[config.mk]
export PLATFORM = sky130hd
export DESIGN_NAME = mc_unit_sched_flat
export DESIGN_NICKNAME = d
export VERILOG_FILES = /design/src/rtl/mc_unit_sched_if.sv /design/src/rtl/mc_unit_sched.sv /design/src/flat_wrapper.sv
export SDC_FILE = /design/constraint.sdc
export NUM_CORES = 1
export LEC_CHECK = 0
export ABC_AREA = 1
export BUFFER_PORTS_ARGS = -buffer_cell sky130_fd_sc_hd__buf_2
export CAP_MARGIN = 5
export CORE_MARGIN = 2
export CORE_UTILIZATION = 45
export DETAILED_ROUTE_END_ITERATION = 7
export GPL_TIMING_DRIVEN = 0
export HOLD_SLACK_MARGIN = 0.06
export PLACE_DENSITY_LB_ADDON = 0.08
export SETUP_SLACK_MARGIN = 0.05
export SYNTH_ARGS = -nofsm -noshare
export SYNTH_HDL_FRONTEND = slang
export SYNTH_SLANG_ARGS = --single-unit
[constraint.sdc]
create_clock -name clk -period 1.78 [get_ports clk]
set_input_delay 0.267 -clock clk [delete_from_list [all_inputs] [get_ports clk]]
set_output_delay 0.267 -clock clk [all_outputs]
set_load 0.05 [all_outputs]
[src/rtl/mc_unit_sched_if.sv]
// mc_unit_sched_if: handshake between the clmul sequencer (master) and the iterative multiplier (slave)
interface mc_unit_sched_if #(parameter int XLEN = 32);
  logic              unit_start;
  logic              unit_stall;
  logic [XLEN-1:0]   unit_a;
  logic [XLEN-1:0]   unit_b;
  logic              unit_eoc;
  logic [2*XLEN-1:0] unit_res;
  logic [XLEN-1:0]   unit_res_r;
  modport master(output unit_start, unit_stall, unit_a, unit_b, input unit_eoc, unit_res, unit_res_r);
  modport slave(input unit_start, unit_stall, unit_a, unit_b, output unit_eoc, unit_res, unit_res_r);
endinterface

[src/rtl/mc_unit_sched.sv]
// mc_unit_sched: sequences one iterative carry-less multiply per EX op, caching the last 64-bit product
module mc_unit_sched #(
  parameter int XLEN    = 32,
  parameter int TIMEOUT = 64,
  parameter int CNT_W   = 7
) (
  input  logic            clk,
  input  logic            reset,
  input  logic            ext_stall,
  input  logic            flush,
  input  logic            req,
  input  logic [1:0]      op_sel,
  input  logic [XLEN-1:0] op_a,
  input  logic [XLEN-1:0] op_b,
  output logic            stall_req,
  output logic [XLEN-1:0] res,
  output logic            err_timeout,
  mc_unit_sched_if.master u
);
  typedef enum logic [1:0] {IDLE, BUSY, DRAIN} state_t;
  state_t state_q, state_d;
  logic [CNT_W-1:0] cnt_q, cnt_d;
  logic [XLEN-1:0] c_a_q, c_a_d, c_b_q, c_b_d, c_lo_q, c_lo_d, c_hi_q, c_hi_d, c_r_q, c_r_d;
  logic [XLEN-1:0] unit_a_q, unit_a_d, unit_b_q, unit_b_d;
  logic c_valid_q, c_valid_d, err_q, err_d;
  logic hit, start, tmo;
  // Gating with reset keeps stale cache contents from hitting while reset is held
  assign hit = req && c_valid_q && !reset && op_a == c_a_q && op_b == c_b_q;
  assign stall_req = req && !hit && !flush;
  assign res = !hit ? '0 : op_sel == 2'd0 ? c_lo_q : op_sel == 2'd1 ? c_hi_q : op_sel == 2'd2 ? c_r_q : '0;
  assign start = state_q == IDLE && req && !hit && !flush && !ext_stall && !reset;
  assign tmo = cnt_q == CNT_W'(TIMEOUT - 1);
  assign err_timeout = err_q;
  assign u.unit_start = start;
  assign u.unit_stall = ext_stall;
  assign u.unit_a = unit_a_q;
  assign u.unit_b = unit_b_q;
  always_comb begin
    state_d   = state_q;
    cnt_d     = cnt_q;
    err_d     = err_q;
    c_a_d     = c_a_q;
    c_b_d     = c_b_q;
    c_lo_d    = c_lo_q;
    c_hi_d    = c_hi_q;
    c_r_d     = c_r_q;
    c_valid_d = c_valid_q;
    unit_a_d  = unit_a_q;
    unit_b_d  = unit_b_q;
    if (start) begin
      unit_a_d = op_a;
      unit_b_d = op_b;
      cnt_d    = '0;
      state_d  = BUSY;
    end else if (state_q == BUSY && !ext_stall) begin
      if (flush) begin
        state_d = DRAIN;
        cnt_d   = '0;
      end else if (u.unit_eoc) begin
        c_a_d     = unit_a_q;
        c_b_d     = unit_b_q;
        c_lo_d    = u.unit_res[XLEN-1:0];
        c_hi_d    = u.unit_res[2*XLEN-1:XLEN];
        c_r_d     = u.unit_res_r;
        c_valid_d = 1'b1;
        state_d   = IDLE;
      end else if (tmo) begin
        err_d     = 1'b1;
        c_a_d     = unit_a_q;
        c_b_d     = unit_b_q;
        c_lo_d    = '0;
        c_hi_d    = '0;
        c_r_d     = '0;
        c_valid_d = 1'b1;
        state_d   = IDLE;
      end else cnt_d = cnt_q + 1'b1;
    end else if (state_q == DRAIN && !ext_stall) begin
      if (u.unit_eoc) state_d = IDLE;
      else if (tmo) begin
        err_d   = 1'b1;
        state_d = IDLE;
      end else cnt_d = cnt_q + 1'b1;
    end
  end
  always_ff @(posedge clk) begin
    if (reset) begin
      state_q   <= IDLE;
      cnt_q     <= '0;
      err_q     <= 1'b0;
      c_a_q     <= '0;
      c_b_q     <= '0;
      c_lo_q    <= '0;
      c_hi_q    <= '0;
      c_r_q     <= '0;
      c_valid_q <= 1'b0;
      unit_a_q  <= '0;
      unit_b_q  <= '0;
    end else begin
      state_q   <= state_d;
      cnt_q     <= cnt_d;
      err_q     <= err_d;
      c_a_q     <= c_a_d;
      c_b_q     <= c_b_d;
      c_lo_q    <= c_lo_d;
      c_hi_q    <= c_hi_d;
      c_r_q     <= c_r_d;
      c_valid_q <= c_valid_d;
      unit_a_q  <= unit_a_d;
      unit_b_q  <= unit_b_d;
    end
  end
endmodule

[src/flat_wrapper.sv]
// flat-port wrapper written by rule: the top's interface ports become plain ports
module mc_unit_sched_flat 
#(
  parameter int XLEN    = 32,
  parameter int TIMEOUT = 64,
  parameter int CNT_W   = 7
)
  (clk, reset, ext_stall, flush, req, op_sel, op_a, op_b, stall_req, res, err_timeout, u_unit_start, u_unit_stall, u_unit_a, u_unit_b, u_unit_eoc, u_unit_res, u_unit_res_r);
  mc_unit_sched_if #(.XLEN(XLEN)) u_i ();
  input  logic clk;
  input  logic reset;
  input  logic ext_stall;
  input  logic flush;
  input  logic req;
  input  logic [1:0] op_sel;
  input  logic [XLEN-1:0] op_a;
  input  logic [XLEN-1:0] op_b;
  output logic stall_req;
  output logic [XLEN-1:0] res;
  output logic err_timeout;
  output wire logic [$bits(u_i.unit_start)-1:0] u_unit_start;
  output wire logic [$bits(u_i.unit_stall)-1:0] u_unit_stall;
  output wire logic [$bits(u_i.unit_a)-1:0] u_unit_a;
  output wire logic [$bits(u_i.unit_b)-1:0] u_unit_b;
  input wire logic [$bits(u_i.unit_eoc)-1:0] u_unit_eoc;
  input wire logic [$bits(u_i.unit_res)-1:0] u_unit_res;
  input wire logic [$bits(u_i.unit_res_r)-1:0] u_unit_res_r;
  assign u_unit_start = u_i.unit_start;
  assign u_unit_stall = u_i.unit_stall;
  assign u_unit_a = u_i.unit_a;
  assign u_unit_b = u_i.unit_b;
  assign u_i.unit_eoc = u_unit_eoc;
  assign u_i.unit_res = u_unit_res;
  assign u_i.unit_res_r = u_unit_res_r;
  mc_unit_sched #(.XLEN(XLEN), .TIMEOUT(TIMEOUT), .CNT_W(CNT_W)) u_core (.clk(clk), .reset(reset), .ext_stall(ext_stall), .flush(flush), .req(req), .op_sel(op_sel), .op_a(op_a), .op_b(op_b), .stall_req(stall_req), .res(res), .err_timeout(err_timeout), .u(u_i));
endmodule
==> flow_summary.json <==
{
  "clkLatencyLatePin_ps": 540,
  "rr_startpoint": "u_core.c_a_q[1]",
  "placeableCoreArea_um2": 22700,
  "final_common_cell": "buf_2",
  "clock-root-buffer": "clkbuf_16",
  "cts_tree": "yes",
  "failed_checks": "setup timing",
  "r2r_end": "u_core.u.unit_a[0]",
  "yosysUniqueCellTypes": 31,
  "syn_avg_cell_area_um2": 7.38,
  "cap_violations": 0,
  "synthCells": 1417,
  "max_freq_ghz": 0.363,
  "nets": 2116,
  "synth-edff-count": 0,
  "cp.required_ps": 1510,
  "p_per_area_nw_per_um2": 683,
  "end_kind": "output pin",
  "crit_buf_inv": 4,
  "hp-start": "u_unit_res[15]",
  "syn_to_final_growth_pct": 78.1,
  "hp-class": "input port to flip-flop",
  "path_cells": "inv_1, nand2_1, nand4_1, nor3_2, nand2_1, nor2_1, nand4_1, buf_6, clkbuf_16, nor2_4, buf_8",
  "rrSetupSlack_ps": -420,
  "crit_family": "simple AND/OR/NAND/NOR gates",
  "cp_max_fo": 7,
  "drt_iter0_markers": 1011,
  "yosysTopAreaCell": "dfxtp_1",
  "final.min_clock_period_ps": 2760,
  "ir_drop_v": 0.000727,
  "worstSetupPathType": "flip-flop to output pin",
  "grt-ovfl-total": 0,
  "cts_buffers": 26,
  "drcViolationCount": 0,
  "ios": 268,
  "dieHeight_um": 156,
  "die_x_um": 156,
  "async_reset_ff_frac": 0,
  "total_power_mw": 12.7,
  "io_buffers": 265,
  "hold_path_depth": 3,
  "hold_ws_ps": 67.9,
  "wire_per_inst_um": 21.1,
  "vias": 12800,
  "slowest_stage": "dfxtp_1",
  "crit_cells": 11,
  "drtAntennaViolNets": 0,
  "clk_pin_slew_ps": 60,
  "worstRegToRegCells": 13,
  "relSlewSlack": 0.264,
  "power_leakage_nw": 7.77,
  "period_share": 1.55,
  "htreeDepth": 1,
  "status": "finished with violations",
  "utilization": 0.820,
  "place_congestion": 0.859,
  "ys_warn_count": 0,
  "slew_violations": 0,
  "rsz0062_at_grt": "yes",
  "worst_slack_ps": -975,
  "grt_pass1_vias": 12700,
  "min_to": "u_core.c_lo_q[15]",
  "grt_usage": 0.359,
  "dp_hpwl_um": 27200,
  "layout-drive-gt1-share": 0.436,
  "clockBufferDepth": 3,
  "syn-num-nets": 1586,
  "grt_first_pass_wirelength_um": 68300,
  "worst_pin_slew_ps": 1100,
  "vias_per_cell": 5.68,
  "dp_slack_ps": -1090,
  "cp_slowest_stage_delay_ps": 350,
  "final_cell_mix": "buf_2, dfxtp_1, nor2_1",
  "antenna_found_initial": 6,
  "synth_top_area_share": 0.450,
  "wl_um": 47600,
  "ys.flop_type": "dfxtp_1",
  "clock-skew-final_ps": 12.3,
  "yosys_register_bits": 235,
  "grt_max_degree": 14,
  "crit_path_start_kind": "flip-flop",
  "core.rowCount": 55,
  "hold_viol": 0,
  "dr.pass1.iters": 5,
  "setup_viol": 262,
  "synth_area_um2": 10500,
  "synth_seq_area_share": 0.450,
  "arrival_ps": 2490,
  "cts.sinks": 235,
  "initial_core_util": 0.461,
  "synth_area_leaders": "dfxtp_1, nor2_1, o21ai_0",
  "die-area_um2": 24500
}
registers in the layout (all words and copies together) (netlist names):
| register | flops |
|---|---|
| u_core.c_r_q | 32 |
| u_core.c_valid_q | 1 |
| u_core.state_q | 2 |
| u_core.u.unit_a | 32 |
| u_core.cnt_q | 7 |
| u_core.err_timeout | 1 |
| u_core.u.unit_b | 32 |
| u_core.c_hi_q | 32 |
| u_core.c_lo_q | 32 |
| u_core.c_b_q | 32 |
| u_core.c_a_q | 32 |
area by class of cell:
| cell class | instances | area [um2] |
|---|---|---|
| multi-input combinational | 934 | 6450 |
| sequential | 235 | 4740 |
| timing repair buffer | 507 | 4730 |
| fill | 1323 | 4080 |
| buffer | 92 | 927 |
| clock buffer | 41 | 808 |
| inverter | 151 | 579 |
| tap | 285 | 357 |
| clock inverter | 5 | 31.3 |
| antenna | 4 | 10.0 |
metal layers:
layer	global-route usage	wire, um
met5	0	19
met4	0.215	3220
met3	0.0770	3700
met2	0.645	23800
met1	0.388	16900
cells in the mapped netlist, types with 7 or more instances:
cell	instances
nand3_1	90
a221oi_1	32
xnor2_1	30
a21oi_1	131
o21ai_1	9
o21ai_0	177
nand2_1	149
buf_2	21
clkbuf_1	61
nor2_1	246
nand4_1	14
inv_1	148
dfxtp_1	235
a211oi_2	32
buf_4	7
logic make-up (layout without fill, tap and decap cells):
kind of cell	Yosys count	in the layout	synth area share
XOR/XNOR	35	35	0.0293
flip-flops	235	235	0.450
adder cells (fa/ha/maj)	1	1	0.00120
AO/OA/AOI/OAI	384	384	0.219
AND/OR/NAND/NOR	514	514	0.203
buffers and inverters	248	796	0.0976
other	0	4	0
power by group:
part / internal, mW / switching (mW) / total [mW]
logic: 0.781 / 1.10 / 1.89
clock network: 3.10 / 2.29 / 5.39
registers: 5.36 / 0.0913 / 5.45
total: 9.24 / 3.48 / 12.7
worst reg2reg max path: stages (launching register included):
cell and delay (ps):
dfxtp_1 350, xnor2_2 220, nand3_1 150, nor2_2 190
nand2_1 130, nor2_4 150, nand3_2 100, nand4_1 130
buf_4 140, buf_6 110, buf_12 170, buf_6 110
buf_4 100, o21ai_1 50
per-stage QoR:
step | cell area (um2) | setup TNS [ps] | instances
2_1_floorplan | 11400 | -14950 | 1417
3_3_place_gp | 13100 | -172080 | 1967
3_5_place_dp | 13100 | -171090 | 1967
4_1_cts | 17900 | -52060 | 2237
5_1_grt | 18600 | -95120 | 2252
6_report | 18600 | -76510 | 2254
timing repair:
action,4_1_cts,5_1_grt
buffers inserted,48,9
hold buffers,153,1
gates cloned,28,8
resized for setup,404,177
endpoints found under the setup margin,268,268
hold endpoints to repair,153,1
pin swaps,46,36
worst max-delay path by stage:
stage                           from  endpoint
floorplan           u_core.c_a_q[20]   res[11]
global placement            op_a[24]   res[11]
detailed placement          op_a[24]   res[11]
CTS                 u_core.c_a_q[15]   res[11]
global route        u_core.c_b_q[13]   res[11]
finish              u_core.c_b_q[13]   res[11]
(Power assumes the default switching activity.)
